===== src/rtl/hazard_pkg.sv =====
// hazard_pkg: shared types and defaults for the hazard/forwarding controller
package hazard_pkg;
    localparam int HZ_REG_ADDR_W = 5;
    typedef enum logic [1:0] {
        FWD_NONE = 2'b00,
        FWD_MEM  = 2'b01,
        FWD_WB   = 2'b10,
        FWD_HOLD = 2'b11
    } fwd_sel_e;
    typedef enum logic {
        RUN    = 1'b0,
        FREEZE = 1'b1
    } hz_state_e;
endpackage


===== src/rtl/fwd_select.sv =====
// fwd_select: priority operand-source mux for one EX source register
module fwd_select
    import hazard_pkg::*;
#(
    parameter int REG_ADDR_W = HZ_REG_ADDR_W
) (
    input  logic [REG_ADDR_W-1:0] i_ex_rs,
    input  logic [REG_ADDR_W-1:0] i_mem_rd,
    input  logic                  i_mem_reg_write,
    input  logic                  i_mem_mem_read,
    input  logic [REG_ADDR_W-1:0] i_wb_rd,
    input  logic                  i_wb_reg_write,
    input  logic                  i_hold_valid,
    input  logic [REG_ADDR_W-1:0] i_hold_rd,
    output fwd_sel_e              o_sel
);
    logic w_mem_hit;
    logic w_wb_hit;
    logic w_hold_hit;
    // Youngest producer wins; a load in EX/MEM has no ALU result to forward yet
    always_comb begin
        w_mem_hit  = i_mem_reg_write && !i_mem_mem_read && i_mem_rd != '0 && i_mem_rd == i_ex_rs;
        w_wb_hit   = i_wb_reg_write && i_wb_rd != '0 && i_wb_rd == i_ex_rs;
        w_hold_hit = i_hold_valid && i_hold_rd == i_ex_rs;
        o_sel      = w_mem_hit ? FWD_MEM : w_wb_hit ? FWD_WB : w_hold_hit ? FWD_HOLD : FWD_NONE;
    end
endmodule


===== src/rtl/hazard_forward_unit.sv =====
// hazard_forward_unit: forwarding, load-use stall, branch flush and memory freeze control (optional perf counters: HAZARD_PERF_EN)
module hazard_forward_unit
    import hazard_pkg::*;
#(
    parameter int NUM_SRC    = 2,
    parameter int REG_ADDR_W = HZ_REG_ADDR_W,
    parameter int MAX_FREEZE = 255
) (
    input  logic                             i_clk,
    input  logic                             i_rst_n,
    input  logic [NUM_SRC*REG_ADDR_W-1:0]    i_id_rs,
    input  logic [NUM_SRC-1:0]               i_id_rs_used,
    input  logic [NUM_SRC*REG_ADDR_W-1:0]    i_ex_rs,
    input  logic [REG_ADDR_W-1:0]            i_ex_rd,
    input  logic                             i_ex_mem_read,
    input  logic                             i_ex_branch_taken,
    input  logic [REG_ADDR_W-1:0]            i_mem_rd,
    input  logic                             i_mem_reg_write,
    input  logic                             i_mem_mem_read,
    input  logic [REG_ADDR_W-1:0]            i_wb_rd,
    input  logic                             i_wb_reg_write,
    input  logic                             i_dmem_busy,
    output logic [2*NUM_SRC-1:0]             o_forward,
    output logic                             o_pc_stall,
    output logic                             o_ifid_stall,
    output logic                             o_ifid_flush,
    output logic                             o_idex_flush,
    output logic                             o_freeze,
    output logic                             o_hold_capture,
    output logic                             o_timeout,
    output logic [31:0]                      o_perf_loaduse,
    output logic [31:0]                      o_perf_freeze
);
    localparam int CW = $clog2(MAX_FREEZE + 1);
    localparam logic [CW-1:0] MAXC = CW'(MAX_FREEZE);

    hz_state_e               r_state;
    hz_state_e               w_state_nxt;
    logic                    r_hold_valid;
    logic [REG_ADDR_W-1:0]   r_hold_rd;
    logic [CW-1:0]           r_freeze_cnt;
    logic [CW-1:0]           w_cnt_nxt;
    logic                    r_timeout;
    logic                    w_capture;
    logic                    w_release;
    logic                    w_load_use;
    logic                    w_lu_eff;

    genvar g;
    generate
        for (g = 0; g < NUM_SRC; g++) begin : g_fwd
            fwd_select #(.REG_ADDR_W(REG_ADDR_W)) u_fwd (
                .i_ex_rs        (i_ex_rs[g*REG_ADDR_W +: REG_ADDR_W]),
                .i_mem_rd       (i_mem_rd),
                .i_mem_reg_write(i_mem_reg_write),
                .i_mem_mem_read (i_mem_mem_read),
                .i_wb_rd        (i_wb_rd),
                .i_wb_reg_write (i_wb_reg_write),
                .i_hold_valid   (r_hold_valid),
                .i_hold_rd      (r_hold_rd),
                .o_sel          (o_forward[2*g +: 2])
            );
        end
    endgenerate

    // Load in ID/EX whose destination is read by the instruction in ID
    always_comb begin
        w_load_use = 1'b0;
        for (int i = 0; i < NUM_SRC; i++)
            w_load_use = w_load_use | (i_id_rs_used[i] && i_id_rs[i*REG_ADDR_W +: REG_ADDR_W] == i_ex_rd);
        w_load_use = w_load_use && i_ex_mem_read && i_ex_rd != '0;
    end

    // Freeze masks everything, then branch flush, then the one-cycle load-use bubble
    always_comb begin
        o_freeze     = i_dmem_busy;
        w_lu_eff     = !i_dmem_busy && !i_ex_branch_taken && w_load_use;
        o_pc_stall   = w_lu_eff;
        o_ifid_stall = w_lu_eff;
        o_ifid_flush = !i_dmem_busy && i_ex_branch_taken;
        o_idex_flush = !i_dmem_busy && (i_ex_branch_taken || w_load_use);
    end

    // Freeze FSM next state: entry captures the retiring WB result, release frees it
    always_comb begin
        w_state_nxt    = i_dmem_busy ? FREEZE : RUN;
        w_capture      = r_state == RUN && i_dmem_busy;
        w_release      = r_state == FREEZE && !i_dmem_busy;
        o_hold_capture = w_capture;
        w_cnt_nxt      = !i_dmem_busy ? '0 : r_freeze_cnt == MAXC ? r_freeze_cnt : r_freeze_cnt + CW'(1);
        o_timeout      = r_timeout;
    end

    // State, hold buffer tag and watchdog registers
    always_ff @(posedge i_clk or negedge i_rst_n) begin
        if (!i_rst_n) begin
            r_state      <= RUN;
            r_hold_valid <= 1'b0;
            r_hold_rd    <= '0;
            r_freeze_cnt <= '0;
            r_timeout    <= 1'b0;
        end else begin
            r_state      <= w_state_nxt;
            r_hold_valid <= w_capture ? (i_wb_reg_write && i_wb_rd != '0) : w_release ? 1'b0 : r_hold_valid;
            r_hold_rd    <= w_capture ? i_wb_rd : r_hold_rd;
            r_freeze_cnt <= w_cnt_nxt;
            r_timeout    <= r_timeout || w_cnt_nxt == MAXC;
        end
    end

`ifdef HAZARD_PERF_EN
    logic [31:0] r_perf_lu;
    logic [31:0] r_perf_fz;
    // Saturating event counters, cleared only by reset
    always_ff @(posedge i_clk or negedge i_rst_n) begin
        if (!i_rst_n) begin
            r_perf_lu <= '0;
            r_perf_fz <= '0;
        end else begin
            r_perf_lu <= r_perf_lu + {31'd0, w_lu_eff && !(&r_perf_lu)};
            r_perf_fz <= r_perf_fz + {31'd0, i_dmem_busy && !(&r_perf_fz)};
        end
    end
    assign o_perf_loaduse = r_perf_lu;
    assign o_perf_freeze  = r_perf_fz;
`else
    assign o_perf_loaduse = '0;
    assign o_perf_freeze  = '0;
`endif
endmodule

===== config.mk =====
export PLATFORM = sky130hd
export DESIGN_NAME = hazard_forward_unit
export DESIGN_NICKNAME = d
export VERILOG_FILES = /design/src/rtl/hazard_pkg.sv /design/src/rtl/fwd_select.sv /design/src/rtl/hazard_forward_unit.sv
export SDC_FILE = /design/constraint.sdc
export NUM_CORES = 1
export LEC_CHECK = 0
export ABC_AREA = 1
export ABC_CLOCK_PERIOD_IN_PS = 2100
export CAP_MARGIN = 10
export CORE_ASPECT_RATIO = 1.5
export CORE_MARGIN = 1
export CORE_UTILIZATION = 37
export CTS_CLUSTER_DIAMETER = 80
export DETAILED_ROUTE_END_ITERATION = 7
export GPL_TIMING_DRIVEN = 0
export PLACE_DENSITY = 0.89
export SLEW_MARGIN = 5
export SYNTH_ARGS = -nofsm -noshare
export SYNTH_HDL_FRONTEND = slang
export SYNTH_SLANG_ARGS = --single-unit

===== constraint.sdc =====
create_clock -name i_clk -period 2.1 [get_ports i_clk]
set_clock_uncertainty 0.1 [all_clocks]
set_input_delay 0.42 -clock i_clk [delete_from_list [all_inputs] [get_ports i_clk]]
set_output_delay 0.42 -clock i_clk [all_outputs]
set_load 0.05 [all_outputs]

==> metrics.md, run 1 <==
| Metric | Value |
|---|---|
| R2R depth | 11 |
| RSZ-0062 raised after global routing | yes |
| Worst flop-to-flop path endpoint | o_timeout |
| Antenna violations before repair | 0 |
| Slew Limit Fails | 0 |
| Final antenna-violating net count | 0 |
| Vias | just under 2k |
| Final setup fails | 0 |
| Ys Warns | 0 |
| DRC errors left | 0 |
| Cells after Synth | 280 |
| H-tree depth | 1 |
| Hold_sp | i_wb_rd[0] |
| Cell Area, Synth | ~1900 µm² |
| PwrDens | 428.2 nW/µm² |
| Reg clk slew, reported paths | roughly 0.060 ns |
| Vias in the first global route | around 1.8k |
| Startpoint Class | input pin |
| Post-synth cell types | 28 |
| Initial Utilization | 0.3829 |
| Cell Rows | 32 |
| Max-cap violations | 0 |
| Clock root buffer master | clkbuf_8 |
| Crit. End Element | primary output |
| Global route hottest layer | met2 |
| Final setup TNS | 0 ns |
| Vias per cell | approximately 4.2 |
| Routing usage on met1 | 0.1425 |
| Worst Hold End | r_hold_rd[0] |
| GRT met2 Usage | 0.3143 |
| Outcome | complete, no violations |
| Wirelength, routed | approximately 4500 µm |
| Total CTS buffers | 3 |
| Port Buffers | 55 |
| Hold buffer count at cts | 0 |
| Cell count of the worst hold path | 3 |
| Tcrit/Tclk final | 0.9720 |
| Final core occ | 0.5541 |
| Peak VDD IR | 0.0002140 V |
| FMAX | approximately 0.49 GHz |
| Worst r2r src | r_freeze_cnt[0] |
| Syn Area/Cell | ~7.0 µm² |
| Dpl cells | about 470 |
| Hold Path Class | in2reg |
| Total track usage | 0.1631 |
| Final cell count without fillers | between 400 and 500 |
| Sequential fraction of the synthesis area | 0.2057 |
| WL per Instance | between 9 and 10 µm |
| CP Max Fanout | 3 |
| Max clock buf depth | 2 |
| Area post-placement | about 2800 µm² |
| Worst slew pin tran | between 0.7 and 0.8 ns |
| Worst Setup SP | i_ex_rs[8] |
| # clock sinks | 16 |
| Hold slack | between 0.3 and 0.4 ns |
| Worst Path Arrival | approximately 1.5 ns |
| Die Span Y | ~91 µm |
| Post-DP HPWL | 3796 µm |
| GR Util met3 | 0.03009 |
| TritonCTS clock tree | built |
| DR iter-0 viols | 74 |
| Area growth syn-to-layout | 44.73% |
| Hold Vio Cnt, Final | 0 |
| Critical Path RT | 1.58 ns |
| First-pass GRT wire length | 7051 µm |
| Post-Layout Inst Area | 2818 µm² |
| Io pins | 120 |
| Critical path class | in2out |
| DR pass1 iterations | 6 |
| Largest net degree at the start of global routing | 17 |
| Die ar. | ~5600 µm² |
| Worst skew pair latency | between 0.2 and 0.3 ns |
| Final min period | between 2 and 2.5 ns |
| # diodes | 0 |
| P_leak | 1.594 nW |
| Nets | ~450 |
| Share of cells above drive strength 1 | 0.2750 |
| Die Wd | a little over 60 µm |
| FF+latch count, synth | 16 |
| Total core area | between 5000 and 6000 µm² |
| Remaining Overflow, GRT | 0 |
| FF-to-FF setup slack | roughly 0.49 ns |
| Worst slew margin | 0.5206 |
| RePlAce Congestion | between 0.8 and 0.9 |
## how the worst max path moves through the flow
stage	slack (ns)	cells past startpoint	endpoint
final	0.06	6	o_forward[3]
after global placement	-0.88	9	o_pc_stall
after detailed placement	-0.91	9	o_pc_stall
after floorplan	0.03	6	o_forward[1]
after global routing	-0.03	8	o_forward[1]
after CTS	-0.005	9	o_pc_stall
## synth_stat cells
library cell	instances	area [µm²]
nand2_2	3	18.77
nand4_1	3	18.77
mux2_2	1	11.26
nand3_1	15	75.07
clkinv_1	1	3.750
o22ai_1	5	31.28
a31oi_1	2	12.51
a21oi_1	4	20.02
nand3b_1	2	15.01
conb_1	1	3.750
inv_1	29	108.9
o21ai_1	2	10.01
nor2_1	33	123.9
buf_4	66	495.5
ha_1	2	25.02
clkbuf_1	1	3.750
a21boi_0	2	15.01
o21ai_0	13	65.06
xnor2_1	13	113.9
nand2_1	40	150.1
dfrtp_1	16	400.4
nor2_2	3	18.77
nor3_1	1	5.000
buf_6	1	11.26
nor3b_1	1	7.510
nor2_4	2	22.52
nand2_4	1	11.26
xor2_1	17	148.9
## metal layers
layer,part of all wire,vias to the layer above
met2,0.52,117
met3,0.12,19
met1,0.31,822
li1,-,990
met4,0.043,0
met5,0,-
## worst max-delay path: stages
cell and delay (ns):
dlygate4sd2_1 0.28, xor2_1 0.18, nor2_1 0.13, nand4_1 0.15, a21boi_2 0.18, buf_6 0.17
## per-stage QoR
stage	setup WS, ns	power, mW
floorplan	0.02602	0.8418
CTS	-0.005097	1.206
global route	-0.02825	1.269
global placement	-0.8832	0.9891
finish	0.05885	1.207
detailed placement	-0.9062	0.9992
## kinds of logic (layout without fill, tap and decap cells)
kind of cell,after synthesis,count (layout),share of synthesized area
DFF,16,16,0.2057
muxes,1,1,0.005784
other,1,64,0.001926
buffers and inverters,98,155,0.3200
and+or+nand+nor,104,104,0.2397
adders and majority gates,2,2,0.01285
AOI/OAI and AO/OA,28,28,0.07904
xor gates and xnor gates,30,30,0.1350
## sequential cells by signal (all words and copies together), names as in the netlist
signal,flops
r_hold_rd,5
r_freeze_cnt,8
o_timeout,1
r_state,1
r_hold_valid,1
## layout make-up
| type | count | area [µm²] |
|---|---|---|
| flip-flops and latches | 16 | 400.4 |
| plain buffers | 67 | 503.0 |
| repair buffers | 55 | 478.0 |
| clock buffers | 3 | 41.29 |
| fillers | 492 | 2267 |
| multi-input cells | 229 | 1197 |
| well taps | 68 | 85.08 |
| inverters | 30 | 112.6 |
## power breakdown
part | total [mW] | leakage (nW) | internal (mW) | switching (mW)
sequential | 0.343 | 0.204 | 0.328 | 0.0143
clock | 0.230 | 0.0216 | 0.127 | 0.103
combinational | 0.634 | 1.37 | 0.210 | 0.424
total | 1.21 | 1.59 | 0.665 | 0.541
## cells in the final DEF, fill, tap and decap left out, types with 3 or more instances in the layout
cell              n
clkbuf_8          3
nand3_1          15
nand2_1          39
o22ai_1           5
a21oi_1           4
o21ai_0          11
o21ai_1           4
xor2_1           16
buf_4            66
clkbuf_2         10
dlygate4sd2_1    24
nor2_4            3
nand4_1           3
clkdlybuf4s15_1   4
inv_2             3
inv_1            26
clkdlybuf4s50_1   7
xnor2_1          13
buf_6             6
nor2_1           29
conb_1           64
nor2_2            6
dfrtp_1          16
nand2_2           4
## repair_timing
action	CTS	global route
cloned	0	0
setup endpoints to repair	10	6
pin swaps	12	19
setup buffers	0	0
gates resized for setup	103	30
Power figures use the tool's default switching activity.
==> run 2, diff against run 1 <==
CORE_MARGIN = not set   (was 1)
GPL_ROUTABILITY_DRIVEN = 0   (was not set)
GPL_TIMING_DRIVEN = 1   (was 0)
==> metrics.md, run 2 (same netlist as run 1, synthesis figures left out) <==
| Metric | Value |
|---|---|
| Slew Limit Fails | 0 |
| Outcome | complete, no violations |
| Post-DP HPWL | just under 4000 µm |
| Biggest register | r_freeze_cnt |
| Remaining Overflow, GRT | 0 |
| Vias | 1829 |
| Worst skew pair latency | between 0.2 and 0.3 ns |
| # diodes | 0 |
| Final min period | between 2 and 2.5 ns |
| Flop pwr share | 0.300 |
| Final antenna-violating net count | 0 |
| P_leak | around 1.3 nW |
| Final setup fails | 0 |
| DR pass1 iterations | 4 |
| R2R depth | 11 |
| Die Wd | 61.23 µm |
| Total track usage | 0.1708 |
| Max-cap violations | 0 |
| Die ar. | roughly 5600 µm² |
| Area growth syn-to-layout | 29.31% |
| FMAX | 0.4894 GHz |
| Dpl cells | approximately 410 |
| P_int | approximately 0.61 mW |
| Critical Path RT | 1.58 ns |
| Max reg flops | 8 |
| Cell count of the worst hold path | 2 |
| Critical path class | in2out |
| Vias per cell | about 4.5 |
| Largest regs | r_freeze_cnt x8, r_hold_rd x5 |
| Vias in the first global route | around 1.8k |
| Hold Path Class | reg2reg |
| Nets | 390 |
| Worst slew margin | 0.6654 |
| Switching power total | roughly 0.54 mW |
| Largest net degree at the start of global routing | 17 |
| Tcrit/Tclk final | 0.9729 |
| Total core area | just over 5000 µm² |
| Startpoint Class | input pin |
| Io pins | between 100 and 150 |
| Switching Fraction | 0.4690 |
| First-pass GRT wire length | slightly above 7000 µm |
| Hold slack | around 0.36 ns |
| Clock root buffer master | clkbuf_8 |
| Crit. End Element | primary output |
| Peak VDD IR | roughly 0.00025 V |
| Clock share of power | 0.196 |
| Port Buffers | between 50 and 60 |
| Wirelength, routed | 4606 µm |
| Commonest non-fill, non-tap cells in the layout | conb_1 (64), nand2_1 (37), nor2_1 (29) |
| Reg clk slew, reported paths | around 0.060 ns |
| Final cell count without fillers | about 400 |
| Share of cells above drive strength 1 | 0.1789 |
| Worst slew pin tran | 0.5004 ns |
| Cell Rows | 32 |
| Hold Vio Cnt, Final | 0 |
| DRC errors left | 0 |
| Logic pwr share | 0.504 |
| # clock sinks | 16 |
| Fillcell total | 501 |
| Leading cell type in the layout, fill and taps excluded | conb_1 |
| Hold buffer count at cts | 0 |
| TritonCTS clock tree | built |
| DR iter-0 viols | 60 |
| Die Span Y | ~90 µm |
| H-tree depth | 1 |
| CP Max Fanout | 4 |
| Worst Path Arrival | between 1.5 and 2 ns |
| WL per Instance | 11.26 µm |
| PwrDens | 455.6 nW/µm² |
| Antenna violations before repair | 0 |
| Total CTS buffers | 3 |
| Initial Utilization | 0.3829 |
| Max clock buf depth | 2 |
[run 2: cell types whose count changed in the layout (fill, tap and decap cells not counted), sizes merged]
cell / before / now
buf: 74 / 23
clkbuf: 14 / 10
clkdlybuf4s15: 5 / 7
dlygate4sd2: 24 / 18
[run 2: power by group through the flow]
stage                     combinational, mW  sequential [mW]  clock [mW]
after floorplan                       0.497            0.345           0
after global placement                0.577            0.347           0
after detailed placement              0.586            0.349           0
after CTS                             0.573            0.343       0.241
after global routing                  0.618            0.346       0.257
final                                 0.578            0.344       0.224
[run 2: worst paths after layout]
| kind | from | to | slack, ns |
|---|---|---|---|
| min reg2reg | o_timeout | o_timeout | 0.36 |
| max in group asynchronous | i_rst_n | r_freeze_cnt[3] | 1.33 |
| min | o_timeout | o_timeout | 0.36 |
| max reg2reg | r_freeze_cnt[0] | o_timeout | 0.44 |
| max | i_wb_rd[4] | o_forward[3] | 0.06 |
| min in group asynchronous | i_rst_n | r_freeze_cnt[0] | 0.39 |
[run 2: critical path: stages]
cell           delay, ns
dlygate4sd2_1       0.32
o21ai_1             0.10
inv_1               0.09
nand4_1             0.20
a21boi_4            0.23
buf_12              0.15
[run 2: cell type report]
type	instances	area [µm²]	area share
Clock buffer	3	41.29	0.01640
Inverter	30	112.6	0.04473
Multi-Input combinational cell	229	1247	0.4955
Sequential cell	16	400.4	0.1590
Tap cell	68	85.08	0.03380
Timing Repair Buffer	63	630.6	0.2505
[run 2: per-stage QoR]
| stage | setup WS, ns | instance area (µm²) | setup TNS, ns | util | total power, mW |
|---|---|---|---|---|---|
| after global placement | -0.2680 | 2469 | -1.467 | 0.4855 | 0.9241 |
| after detailed placement | -0.3672 | 2469 | -1.920 | 0.4855 | 0.9353 |
| after CTS | 0.007585 | 2506 | 0 | 0.4929 | 1.157 |
| after global routing | -0.06635 | 2517 | -0.08190 | 0.4951 | 1.220 |
| final | 0.05688 | 2517 | 0 | 0.4951 | 1.147 |
| after floorplan | 0.02602 | 2191 | 0 | - | 0.8418 |
[run 2: what timing repair did]
action                     CTS  global route
setup endpoints to repair    7             7
gates resized for setup     65            30
pin swaps                   22            18
setup buffers                1             0
[run 2: metal layers]
layer  vias up  global-route usage  routed length, µm
met1       831              0.1257               1345
met2       116              0.3578               2735
li1        868                   -                  -
met3        14             0.03438                376
met5         -                   0                  0
met4         0             0.08523                149
==> run 3, diff against run 2 <==
RECOVER_POWER = 25   (was not set)
==> metrics.md, run 3 (same netlist as run 1, synthesis figures left out) <==
| Metric | Value |
|---|---|
| Outcome | complete, no violations |
| Die Span Y | ~90 µm |
| Worst slew margin | 0.4199 |
| Vias | approximately 1.8k |
| Worst Setup SP | i_ex_rs[9] |
| Max clock buf depth | 2 |
| Worst slew pin tran | between 0.8 and 0.9 ns |
| Tcrit/Tclk final | 0.9728 |
| Die ar. | roughly 5600 µm² |
| P_int | between 0.6 and 0.7 mW |
| Clock root buffer master | clkbuf_8 |
| Critical path class | in2out |
| Remaining Overflow, GRT | 0 |
| Leading cell type in the layout, fill and taps excluded | conb_1 |
| DR pass1 iterations | 4 |
| Worst skew pair latency | between 0.2 and 0.3 ns |
| FMAX | a little under 0.5 GHz |
| Biggest register | r_freeze_cnt |
| Io pins | 120 |
| Final setup margin | around 0.057 ns |
| Hold Path Class | reg2reg |
| Pre-CTS setup slack | -0.3672 ns |
| Vias in the first global route | around 1.8k |
| Vias per cell | around 4.5 |
| DRC errors left | 0 |
| Crit. End Element | primary output |
| PwrDens | about 460 nW/µm² |
| Hold_sp | o_timeout |
| First-pass GRT wire length | between 7000 and 8000 µm |
| Switching Fraction | 0.4694 |
| P_leak | 1.322 nW |
| Final min period | between 2 and 2.5 ns |
| H-tree depth | 1 |
| Logic pwr share | 0.504 |
| # clock sinks | 16 |
| Final antenna-violating net count | 0 |
| Total track usage | 0.1708 |
| Cell mode on critical path | nand2_1 |
| CP Max Fanout | 4 |
| Largest net degree at the start of global routing | 17 |
| Slew Limit Fails | 0 |
| Reg clk slew, reported paths | around 0.06 ns |
| # diodes | 0 |
| Crit-path max cell delay | between 0.2 and 0.3 ns |
| Worst flop-to-flop path endpoint | o_timeout |
| Die Wd | 61.23 µm |
| Nets | 390 |
| Worst r2r src | r_freeze_cnt[0] |
| TritonCTS clock tree | built |
| Wirelength, routed | around 4600 µm |
| CP Capture Point | o_forward[2] |
| Antenna violations before repair | 0 |
| Total core area | 5085 µm² |
| R2R depth | 11 |
| Max-cap violations | 0 |
| FF-to-FF setup slack | 0.44 ns |
| Initial Utilization | 0.3829 |
| Worst Path Arrival | about 1.5 ns |
| Critical Path RT | ~1.6 ns |
| Port Buffers | 55 |
| Largest regs | r_freeze_cnt x8, r_hold_rd x5 |
| Post-DP HPWL | roughly 3900 µm |
| Final setup fails | 0 |
| Hold Vio Cnt, Final | 0 |
| Cell Rows | 32 |
| Commonest non-fill, non-tap cells in the layout | conb_1 (64), nand2_1 (37), nor2_1 (29) |
| Share of cells above drive strength 1 | 0.1760 |
| Clock share of power | 0.196 |
| Flop pwr share | 0.301 |
| Total CTS buffers | 3 |
| Worst-path cell chain | dlygate4sd2_1 -> nand2_1 -> o21ai_0 -> nor2_1 -> nand3_2 -> inv_1 -> nand2_1 -> nand2_2 -> buf_12 |
| Peak VDD IR | roughly 0.00025 V |
| Switching power total | approximately 0.54 mW |
| DR iter-0 viols | between 60 and 70 |
| Final core occ | 0.4943 |
| Max reg flops | 8 |
| WL per Instance | around 11 µm |
| Crit-path slowest cell | dlygate4sd2_1 |
| Area growth syn-to-layout | 29.11% |
| Startpoint Class | input pin |
## run 3: cell types whose count changed in the layout (fill, tap and decap cells not counted), sizes merged
cell	previous run	this run
buf	23	22
clkdlybuf4s50	7	6
clkbuf	10	11
dlygate4sd3	0	1
## run 3: layer usage
layer | track usage | part of all wire | wire [µm]
met1 | 0.1257 | 0.29 | 1348
met2 | 0.3578 | 0.59 | 2736
met3 | 0.03438 | 0.082 | 376
met4 | 0.08523 | 0.032 | 149
met5 | 0 | 0 | 0
## run 3: worst max-delay path: cells and delay by family
family / cells / cell delay [ns]
simple gates: 5 / 0.53
buf+inv: 3 / 0.49
compound gates: 1 / 0.08
## run 3: worst min path at each step
stage	endpoint	depth (start not counted)	slack, ns
6_report	o_timeout	2	0.36
3_3_place_gp	o_timeout	2	0.35
5_1_grt	r_hold_rd[3]	2	0.40
4_1_cts	o_timeout	2	0.37
3_5_place_dp	o_timeout	2	0.35
2_1_floorplan	o_timeout	0	0.02
## run 3: power groups by stage
stage          combinational [mW]  sequential (mW)  clock (mW)
6_report                    0.577            0.344       0.224
5_1_grt                     0.616            0.346       0.257
4_1_cts                     0.573            0.343       0.241
3_5_place_dp                0.586            0.349           0
3_3_place_gp                0.577            0.347           0
2_1_floorplan               0.497            0.345           0
## run 3: layout make-up
cell class / instances / area (µm²)
fillers: 503 / 2571
multi-input cells: 229 / 1247
repair buffers: 63 / 626.9
flip-flops and latches: 16 / 400.4
inverters: 30 / 112.6
well taps: 68 / 85.08
clock buffers: 3 / 41.29
## run 3: stage by stage
step | cells | hold WS (ns) | instance area, µm² | TNS [ns] | total power [mW]
2_1_floorplan | 343 | 0.02441 | 2191 | 0 | 0.8418
6_report | 409 | 0.3631 | 2514 | 0 | 1.145
3_3_place_gp | 405 | 0.3506 | 2469 | -1.467 | 0.9241
3_5_place_dp | 405 | 0.3493 | 2469 | -1.920 | 0.9353
5_1_grt | 409 | 0.3962 | 2514 | -0.08190 | 1.219
4_1_cts | 409 | 0.3662 | 2506 | 0 | 1.157
## run 3: what timing repair did
item	in CTS	in global routing
pin swaps	22	18
endpoints found under the setup margin	7	7
resized for setup	65	30
hold buffers	0	0
buffers inserted	1	0
